File: src/rtl/keypad_scanner_pkg.sv
// Shared widths, index types and the keypad position -> CHIP-8 key map
// used by the 4x4 hex keypad scanner.
package keypad_scanner_pkg;

  localparam int ROW_W = 2;
  localparam int KEY_W = 4;

  typedef logic [ROW_W-1:0] row_t;
  typedef logic [KEY_W-1:0] key_t;

  // Position is {row, col}; returns the CHIP-8 value printed on that key.
  function automatic key_t key_of(input logic [3:0] pos);
    case (pos)
      4'd0:    return 4'h1;
      4'd1:    return 4'h2;
      4'd2:    return 4'h3;
      4'd3:    return 4'hC;
      4'd4:    return 4'h4;
      4'd5:    return 4'h5;
      4'd6:    return 4'h6;
      4'd7:    return 4'hD;
      4'd8:    return 4'h7;
      4'd9:    return 4'h8;
      4'd10:   return 4'h9;
      4'd11:   return 4'hE;
      4'd12:   return 4'hA;
      4'd13:   return 4'h0;
      4'd14:   return 4'hB;
      4'd15:   return 4'hF;
      default: return 4'h0;
    endcase
  endfunction

endpackage

File: src/rtl/keypad_scanner_if.sv
// Pin-side and CPU-side signals of the keypad scanner; the scanner is the
// master, the board/CPU side (or a bench) is the slave.
interface keypad_scanner_if;
  import keypad_scanner_pkg::*;

  logic [3:0]  col_n;
  logic [3:0]  row_n;
  logic [15:0] keypad_matrix;
  logic        key_down;
  key_t        key_code;

  modport master (
    input  col_n,
    output row_n,
    output keypad_matrix,
    output key_down,
    output key_code
  );

  modport slave (
    output col_n,
    input  row_n,
    input  keypad_matrix,
    input  key_down,
    input  key_code
  );

endinterface

File: src/rtl/keypad_scanner_debounce.sv
// Debounce for a single key: the stable state flips only after
// DEBOUNCE_SCANS consecutive disagreeing samples; rise flags a 0->1 flip.
module keypad_debounce #(
  parameter int DEBOUNCE_SCANS = 4
) (
  input  logic clk,
  input  logic reset_n,
  input  logic en,
  input  logic raw,
  output logic stable,
  output logic rise
);

  logic [3:0] cnt_r;
  logic       stable_r;
  logic       flip_s;

  // Flip happens on the sample that completes the disagreeing run.
  always_comb begin
    flip_s = 1'b0;
    if (en && (raw != stable_r) && (cnt_r == 4'(DEBOUNCE_SCANS - 1))) begin
      flip_s = 1'b1;
    end else begin
      flip_s = 1'b0;
    end
  end

  // Count and stable state advance only when this key is sampled.
  always_ff @(posedge clk or negedge reset_n) begin
    if (!reset_n) begin
      cnt_r    <= 4'd0;
      stable_r <= 1'b0;
    end else if (en) begin
      if (raw == stable_r) begin
        cnt_r <= 4'd0;
      end else if (flip_s) begin
        stable_r <= raw;
        cnt_r    <= 4'd0;
      end else begin
        cnt_r <= cnt_r + 4'd1;
      end
    end else begin
      cnt_r    <= cnt_r;
      stable_r <= stable_r;
    end
  end

  assign stable = stable_r;
  assign rise   = flip_s & raw;

endmodule

File: src/rtl/keypad_scanner.sv
// 4x4 keypad scanner: row sequencer, column synchroniser, 16 debouncers
// and a key-press event encoder feeding the CPU's keypad_matrix input.
module keypad_scanner
  import keypad_scanner_pkg::*;
#(
  parameter int SCAN_DIV       = 1000,
  parameter int DEBOUNCE_SCANS = 4
) (
  input  logic              clk,
  input  logic              reset_n,
  keypad_scanner_if.master  kp
);

  localparam int DIV_W = $clog2(SCAN_DIV);

  logic [DIV_W-1:0] div_r;
  row_t             row_r;
  logic [3:0]       row_n_r;
  logic [3:0]       sync1_r;
  logic [3:0]       col_sync_r;
  logic             sample_s;
  logic [15:0]      en_s;
  logic [15:0]      raw_s;
  logic [15:0]      stable_s;
  logic [15:0]      rise_s;
  logic [15:0]      matrix_s;
  key_t             code_s;
  logic             key_down_r;
  key_t             key_code_r;

  assign sample_s = (div_r == DIV_W'(SCAN_DIV - 1));

  // Row sequencer: the one-hot-low drive rotates alongside the row index.
  always_ff @(posedge clk or negedge reset_n) begin
    if (!reset_n) begin
      div_r   <= '0;
      row_r   <= 2'd0;
      row_n_r <= 4'b1110;
    end else if (sample_s) begin
      div_r   <= '0;
      row_r   <= row_r + 2'd1;
      row_n_r <= {row_n_r[2:0], row_n_r[3]};
    end else begin
      div_r   <= div_r + DIV_W'(1);
      row_r   <= row_r;
      row_n_r <= row_n_r;
    end
  end

  // Two-flop synchroniser; idle columns read as pulled-up.
  always_ff @(posedge clk or negedge reset_n) begin
    if (!reset_n) begin
      sync1_r    <= 4'b1111;
      col_sync_r <= 4'b1111;
    end else begin
      sync1_r    <= kp.col_n;
      col_sync_r <= sync1_r;
    end
  end

  // Only the four keys of the driven row see an enable on the sample cycle.
  always_comb begin
    en_s  = 16'h0000;
    raw_s = 16'h0000;
    for (int p = 0; p < 16; p++) begin
      en_s[p]  = sample_s && (row_r == row_t'(p / 4));
      raw_s[p] = ~col_sync_r[p % 4];
    end
  end

  for (genvar g = 0; g < 16; g++) begin : g_key
    keypad_debounce #(
      .DEBOUNCE_SCANS(DEBOUNCE_SCANS)
    ) u_debounce (
      .clk    (clk),
      .reset_n(reset_n),
      .en     (en_s[g]),
      .raw    (raw_s[g]),
      .stable (stable_s[g]),
      .rise   (rise_s[g])
    );
  end

  // Reorder debouncer outputs from matrix position to CHIP-8 key value.
  always_comb begin
    matrix_s = 16'h0000;
    for (int p = 0; p < 16; p++) begin
      matrix_s[key_of(4'(p))] = stable_s[p];
    end
  end

  // Lowest column wins when several keys of the sampled row rise together.
  always_comb begin
    code_s = key_code_r;
    for (int c = 3; c >= 0; c--) begin
      if (rise_s[{row_r, 2'(c)}]) begin
        code_s = key_of({row_r, 2'(c)});
      end else begin
        code_s = code_s;
      end
    end
  end

  // Event outputs register on the same edge that flips the stable state.
  always_ff @(posedge clk or negedge reset_n) begin
    if (!reset_n) begin
      key_down_r <= 1'b0;
      key_code_r <= 4'h0;
    end else begin
      key_down_r <= |rise_s;
      key_code_r <= code_s;
    end
  end

  assign kp.row_n         = row_n_r;
  assign kp.keypad_matrix = matrix_s;
  assign kp.key_down      = key_down_r;
  assign kp.key_code      = key_code_r;

endmodule
File: src/flat_wrapper.sv
// flat-port wrapper written by rule: the top's interface ports become plain ports
module keypad_scanner_flat import keypad_scanner_pkg::*;
#(
  parameter int SCAN_DIV       = 1000,
  parameter int DEBOUNCE_SCANS = 4
)
  (clk, reset_n, kp_col_n, kp_row_n, kp_keypad_matrix, kp_key_down, kp_key_code);
  keypad_scanner_if kp_i ();
  input  logic clk;
  input  logic reset_n;
  input wire logic [$bits(kp_i.col_n)-1:0] kp_col_n;
  output wire logic [$bits(kp_i.row_n)-1:0] kp_row_n;
  output wire logic [$bits(kp_i.keypad_matrix)-1:0] kp_keypad_matrix;
  output wire logic [$bits(kp_i.key_down)-1:0] kp_key_down;
  output wire logic [$bits(kp_i.key_code)-1:0] kp_key_code;
  assign kp_i.col_n = kp_col_n;
  assign kp_row_n = kp_i.row_n;
  assign kp_keypad_matrix = kp_i.keypad_matrix;
  assign kp_key_down = kp_i.key_down;
  assign kp_key_code = kp_i.key_code;
  keypad_scanner #(.SCAN_DIV(SCAN_DIV), .DEBOUNCE_SCANS(DEBOUNCE_SCANS)) u_core (.clk(clk), .reset_n(reset_n), .kp(kp_i));
endmodule
File: config.mk
export PLATFORM = sky130hd
export DESIGN_NAME = keypad_scanner_flat
export DESIGN_NICKNAME = d
export VERILOG_FILES = /design/src/rtl/keypad_scanner_pkg.sv /design/src/rtl/keypad_scanner_if.sv /design/src/rtl/keypad_scanner_debounce.sv /design/src/rtl/keypad_scanner.sv /design/src/flat_wrapper.sv
export SDC_FILE = /design/constraint.sdc
export NUM_CORES = 1
export LEC_CHECK = 0
export ABC_CLOCK_PERIOD_IN_PS = 3200
export BUFFER_PORTS_ARGS = -buffer_cell sky130_fd_sc_hd__buf_2
export CAP_MARGIN = 10
export CORE_ASPECT_RATIO = 1.25
export CORE_MARGIN = 10
export CORE_UTILIZATION = 50
export DETAILED_ROUTE_END_ITERATION = 10
export PLACE_DENSITY = 0.67
export SYNTH_ARGS = -nofsm -noshare
export SYNTH_HDL_FRONTEND = slang
export SYNTH_SLANG_ARGS = --single-unit
File: constraint.sdc
create_clock -name clk -period 3.2 [get_ports clk]
set_input_delay 0.32 -clock clk [delete_from_list [all_inputs] [get_ports clk]]
set_output_delay 0.32 -clock clk [all_outputs]
set_load 0.01 [all_outputs]
==> results of run 1 <==
cell usage in the layout, fill, tap and decap left out, types with 3 or more instances in the layout:
| cell | count |
|---|---|
| ha_1 | 24 |
| clkbuf_16 | 9 |
| buf_4 | 12 |
| o21ai_0 | 45 |
| o2bb2ai_1 | 8 |
| nor3_1 | 6 |
| buf_2 | 29 |
| a31oi_1 | 4 |
| a21oi_1 | 9 |
| nor3b_1 | 9 |
| nor4_1 | 7 |
| or4b_2 | 4 |
| dfrtp_1 | 98 |
| nand3b_1 | 14 |
| xor2_1 | 7 |
| inv_1 | 24 |
| dfstp_2 | 11 |
| o21a_1 | 5 |
| and3_1 | 3 |
| o22ai_1 | 9 |
| nand2b_1 | 15 |
| nand2_1 | 112 |
| and2_1 | 17 |
| o211a_1 | 3 |
| o31ai_1 | 38 |
| or3b_2 | 5 |
| o221ai_1 | 3 |
| mux2i_1 | 6 |
| nor2_1 | 24 |
| nor2b_1 | 5 |
| clkbuf_1 | 3 |
| nor4b_1 | 3 |
| xnor2_1 | 18 |
| nand3_1 | 39 |
logic make-up after synthesis:
kind of cell               share of synthesized area
and+or+nand+nor                               0.2395
xor gates and xnor gates                     0.03619
AOI/OAI and AO/OA                             0.1603
adders and majority gates                    0.04963
muxes                                        0.01365
buffers and inverters                        0.04777
DFF                                           0.4531
report_power, final:
| part | switching, mW | internal, mW | leakage, nW |
|---|---|---|---|
| clock network | 0.479 | 0.569 | 0.137 |
| registers | 0.0172 | 1.39 | 1.47 |
| logic | 0.0437 | 0.0201 | 1.33 |
worst max-delay path, delay by kind of cell, from the launching register on:
kind,cells,cell delay (ns)
flip-flops,1,0.47
buffers and inverters,1,0.26
AND/OR/NAND/NOR,3,0.76
AO/OA/AOI/OAI,3,0.83
adder cells (fa/ha/maj),1,0.37
what timing repair did:
| action | CTS | global route |
|---|---|---|
| setup buffers | 0 | 0 |
| hold endpoints to repair | 36 | 0 |
| hold buffers | 1 | 0 |
state kept, by name (all words and copies together), names as in the netlist, 2 cells and up:
name	count
u_core.col_sync_r	4
u_core.div_r	10
u_core.g_key.u_debounce.cnt_r	64
u_core.g_key.u_debounce.stable	16
u_core.kp.key_code	4
u_core.kp.row_n	4
u_core.row_r	2
u_core.sync1_r	4
metal layers:
layer	part of all wire	vias to the layer above	GRT usage
li1	-	2347	-
met1	0.44	2317	0.2039
met2	0.49	92	0.2807
met3	0.037	27	0.02880
met4	0.028	0	0.07791
met5	0	-	0
worst max path at each step:
stage                    startpoint                    end  cells past startpoint
floorplan           u_core.row_r[0]  u_core.kp.key_code[0]                      9
global placement    u_core.row_r[1]  u_core.kp.key_code[3]                      9
detailed placement  u_core.row_r[1]  u_core.kp.key_code[0]                      8
CTS                 u_core.row_r[1]  u_core.kp.key_code[0]                      8
global route        u_core.row_r[1]  u_core.kp.key_code[1]                      8
finish              u_core.row_r[1]  u_core.kp.key_code[0]                      8
final cells by class:
class | count | area share
repair buffers | 43 | 0.04020
multi-input cells | 479 | 0.4587
clock inverters | 2 | 0.001517
flip-flops and latches | 109 | 0.4154
clock buffers | 14 | 0.04001
inverters | 24 | 0.01365
well taps | 161 | 0.03053
per-stage QoR:
step	std cells	setup slack (ns)	cell area, um2	utilization
after floorplan	648	0.6996	6051	-
after global placement	815	0.5299	6315	0.5385
after detailed placement	815	0.4964	6315	0.5385
after CTS	832	0.4578	6599	0.5627
after global routing	832	0.1543	6599	0.5627
final	832	0.4088	6599	0.5627
==> flow_summary.toml, run 1 <==
[critical_path]
start_kind = "flop"
slowest_stage = "dfrtp_1"
cp.required_ns = 3.44
crit_path_max_fanout = 10
worstSetupPathType = "reg2reg"
r2r_cells = 8
slowest_delay_ns = 0.47
crit_path_end_kind = "flop"
r2r-end = "u_core.kp.key_code[0]"
path_cells = "inv_1 > ha_1 > nand2_1 > nor4_1 > o21ai_1 > and2_4 > o41a_1 > a31o_1"
reg2reg_slack_ns = 0.41
timing.rr.start = "u_core.row_r[1]"
arrival_ns = 3.03

[routing]
firstDrtPassIters = 5
num_vias = 4783
viasPerCell = 5.749
drcViolationCount = 0
ant_nets = 0
wl_per_cell_um = 16.61
drtIter0Drc = 340
wirelength_um = 13820

[min_path]
hold_start = "kp_col_n[3]"
whs_endpoint = "u_core.sync1_r[3]"
holdPathStages = 1
holdCritPathClass = "in2reg"

[sta]
fin_crit_sh = 0.8722
skew_ns = 0.006998
setup-violations-final = 0
tightest_slew_ns = 0.8112
rsz0062_at_grt = "false"
setup_tns_ns = 0
fin_crit_ns = 2.791
maxSlewViolCount = 0
holdWs_ns = 0.06102
max_slew_margin = 0.4523
max_freq_ghz = 0.3583
hold_viol_final = 0

[cells_and_area]
num-nets-final = 696
multiInputGateArea_mm2 = 0.003027
nFillCells = 1038
regArea_mm2 = 0.002741
post_route_cells_drive_above_1_share = 0.1267
diodes = 0
area_growth_syn_to_layout_pct = 9.057

[synthesis]
ys_seq_area_frac = 0.4531
synth-seq-cells = 109
async_flop_share = 1.000
ys.flop_type = "dfrtp_1"
synth_commonest_cells = "112 x nand2_1, 98 x dfrtp_1, 45 x o21ai_0"
synthTopCellsByArea = "dfrtp_1 41%, nand2_1 6.9%, ha_1 5.0%"
yosys_warnings = 0
synth_top_area_frac = 0.4053
synth_edf_count = 0
yosysUniqueCellTypes = 63
synthCells = 648
synthesis.area_mm2 = 0.006051
syn_area_per_cell_um2 = 9.338
synth_area_leader_cell = "dfrtp_1"
synth_nets = 678
yosysMostFrequentCell = "nand2_1"

[clocking]
clock-sinks = 109
clock_latency_ns = 0.35
clkTransAtPathRegs_ns = 0.07
cts-root-buf = "clkbuf_16"
cts_tree = "yes"
cts_buffers = 9
htreeDepth = 3
cts_buffer_depth = 2
post_cts_resized = 0

[place]
hpwl_um = 10110
gp_congestion = 0.8842
io_buffers = 30

[power]
max-vdd-ir-drop_mv = 0.2819
cellPowerDensity_mw_per_mm2 = 381.3
fin_total_pwr_mw = 2.516
leakage_nw = 2.933

[grt]
grt-ovfl-total = 0
grt_max_degree = 65
grt_first_pass_wirelength_um = 23160
gr-usage-all-layers = 0.1664
grt_pass1_vias = 4783
antenna_found_initial = 0

[floorplan]
initial_core_util = 0.5160
core_area_mm2 = 0.01173
rows = 44
ios = 31
die_w_um = 118.4
dieArea_mm2 = 0.01693
die_y_um = 143.0

[status]
status = "finished clean"

[job]
maxCapViolCount = 0
Note: power is estimated with default switching activity, not from simulation.
==> inputs of run 2 (changes only) <==
--- a/config.mk
+++ b/config.mk
@@ -15,4 +15,5 @@
 export PLACE_DENSITY = 0.67
 export SYNTH_ARGS = -nofsm -noshare
 export SYNTH_HDL_FRONTEND = slang
+export SYNTH_HIERARCHICAL = 1
 export SYNTH_SLANG_ARGS = --single-unit
==> run 2 against run 1 <==
- wire length is 15% lower
- hold slack worse by 0.013 ns
- sequential cell count stayed put
- synthesized area is 0.64% lower
- critical path depth is 4 higher
- clock power hardly changed
- fmax is 9.5% lower
- synthesized cell count is 16% lower
- power is 0.51% higher
- clock skew is 0.0012 ns higher
- critical path type unchanged
- largest cell class unchanged
- highest routed layer unchanged
==> flow_summary.toml, run 2 <==
[cells_and_area]
diodes = 0
num-nets-final = 628
multiInputGateArea_mm2 = 0.003129
final_cell_mix = "98 x dfrtp_1, 40 x inv_1, 36 x nor2b_1"
regArea_mm2 = 0.002741
final_common_cell = "dfrtp_1"
largest-register = "u_core/g_key.u_debounce/cnt_r"
largest_reg_flops = 64
nFillCells = 985
instances_no_fill = 764
finalInstanceArea_mm2 = 0.006775
area_growth_syn_to_layout_pct = 12.70
post_route_cells_drive_above_1_share = 0.3068

[place]
gp_congestion = 0.8800
placed_area_mm2 = 0.006467
dp_cells = 746
io_buffers = 30
hpwl_um = 8606

[synthesis]
synthCells = 547
ys_seq_area_frac = 0.4560
yosysUniqueCellTypes = 41
yosys_warnings = 6
yosysMostFrequentCell = "dfrtp_1"
synth_top_area_frac = 0.4079
synth-seq-cells = 109
syn_area_per_cell_um2 = 10.99
ys.flop_type = "dfrtp_1"
synthesis.area_mm2 = 0.006012
synth_nets = 577
synth_edf_count = 0
synth_commonest_cells = "98 x dfrtp_1, 40 x inv_1, 36 x nor2b_1"
synthTopCellsByArea = "dfrtp_1 41%, ha_1 5.0%, dfstp_2 4.8%"
async_flop_share = 1.000
synth_area_leader_cell = "dfrtp_1"

[floorplan]
dieArea_mm2 = 0.01684
ios = 31
die_w_um = 118.1
initial_core_util = 0.5151
core_area_mm2 = 0.01167
rows = 44
die_y_um = 142.6

[critical_path]
worstSetupPathType = "reg2reg"
cp.required_ns = 3.48
slowest_stage = "mux4_2"
critPathTopFamily = "simple AND/OR/NAND/NOR gates"
path_cells = "ha_2 > and2_4 > and2_1 > and4b_2 > and2_4 > and2_1 > and3b_2 > mux4_2 > buf_4 > nand2b_1 > a221o_1 > nand4_1"
crit_path_max_fanout = 13
crit_path_end_kind = "flop"
start_kind = "flop"
arrival_ns = 3.36
worstSetupPathDepth = 12
slowest_delay_ns = 0.50
cp.buffers_inverters = 1
r2r_cells = 12

[sta]
tightest_slew_ns = 0.7723
skew_ns = 0.008176
max_freq_ghz = 0.3241
max_slew_margin = 0.4852
rsz0062_at_grt = "false"
setup-violations-final = 0
hold_viol_final = 0
maxSlewViolCount = 0
fin_crit_ns = 3.085
setup_tns_ns = 0
fin_crit_sh = 0.9641

[grt]
gr-usage-all-layers = 0.1466
grt-ovfl-total = 0
grt_pass1_vias = 4368
grt_first_pass_wirelength_um = 20600
antenna_found_initial = 0
grt_max_degree = 60

[power]
cellPowerDensity_mw_per_mm2 = 373.3
max-vdd-ir-drop_mv = 0.2927
leakage_nw = 3.081

[routing]
wirelength_um = 11810
firstDrtPassIters = 6
num_vias = 4290
drcViolationCount = 0
drtIter0Drc = 213
wl_per_cell_um = 15.46
ant_nets = 0
viasPerCell = 5.615

[clocking]
holdBufCountCts = 0
cts_buffers = 9
clock-sinks = 109
clkTransAtPathRegs_ns = 0.07
cts-root-buf = "clkbuf_16"
htreeDepth = 3
cts_buffer_depth = 2
clock_latency_ns = 0.35
cts_tree = "yes"

[job]
maxCapViolCount = 0

[min_path]
holdCritPathClass = "in2async"

[status]
status = "finished clean"
-- run 2: cell types whose count changed in the layout (fill, tap and decap cells not counted), sizes merged, moves of 18 or more --
cell   delta
nor2b    +31
nand4    +18
a31oi    +28
mux2     +19
nand2    -85
-- run 2: path summary, 6_finish.rpt --
check                                   from                                   to  slack (ns)
max                          u_core/div_r[0]                u_core/kp.key_code[1]        0.11
min in group clk                 kp_col_n[3]                    u_core/sync1_r[3]        0.07
max in group asynchronous            reset_n                    u_core/sync1_r[1]        2.36
max reg2reg                  u_core/div_r[0]                u_core/kp.key_code[1]        0.11
min reg2reg                u_core/sync1_r[2]                 u_core/col_sync_r[2]        0.35
min                                  reset_n  u_core/g_key[0].u_debounce/cnt_r[2]        0.05
-- run 2: worst register-to-register path: stages (launching register included) --
cell and delay (ns):
dfrtp_1 0.40, ha_2 0.20, and2_4 0.16, and2_1 0.15, and4b_2 0.30, and2_4 0.21
and2_1 0.17, and3b_2 0.22, mux4_2 0.50, buf_4 0.19, nand2b_1 0.17, a221o_1 0.30
nand4_1 0.07
-- run 2: layout make-up --
cell class	count	share of cell area
Multi-Input combinational cell	394	0.4619
Timing Repair Buffer	44	0.03989
Clock buffer	15	0.04100
Inverter	40	0.02216
Clock inverter	1	0.0007387
Tap cell	161	0.02973
Sequential cell	109	0.4046
-- run 2: through the flow --
stage               hold WS, ns  utilization  setup WS [ns]  power, mW
floorplan               0.02441            -        0.01174      1.444
global placement         0.3457       0.5541         0.1230      1.487
detailed placement       0.3472       0.5541         0.1029      1.488
CTS                     0.05478       0.5784        0.08774      2.566
global route            0.05708       0.5805       0.002128      2.631
finish                  0.04818       0.5805         0.1148      2.529
-- run 2: what timing repair did --
action	in CTS	in global routing
resized for setup	0	2
endpoints found under the setup margin	0	4
buffers inserted	0	2
-- run 2: cell families after synthesis --
kind of cell	count (synthesis)	share of synthesized area
simple gates	210	0.2248
compound gates	109	0.1278
flops	109	0.4560
buf+inv	44	0.02893
mux	27	0.05765
xor+xnor	24	0.05494
fa+ha+maj	24	0.04995
-- run 2: per-layer routing --
metal,global-route usage,share of wire,vias to the layer above
li1,-,-,2083
met1,0.1800,0.46,2133
met2,0.2489,0.50,60
met3,0.02382,0.024,14
met4,0.06584,0.019,0
met5,0,0,-
-- run 2: where the power goes --
part	switching (mW)	internal, mW
registers	0.00112	1.39
logic	0.0588	0.0131
clock network	0.477	0.592
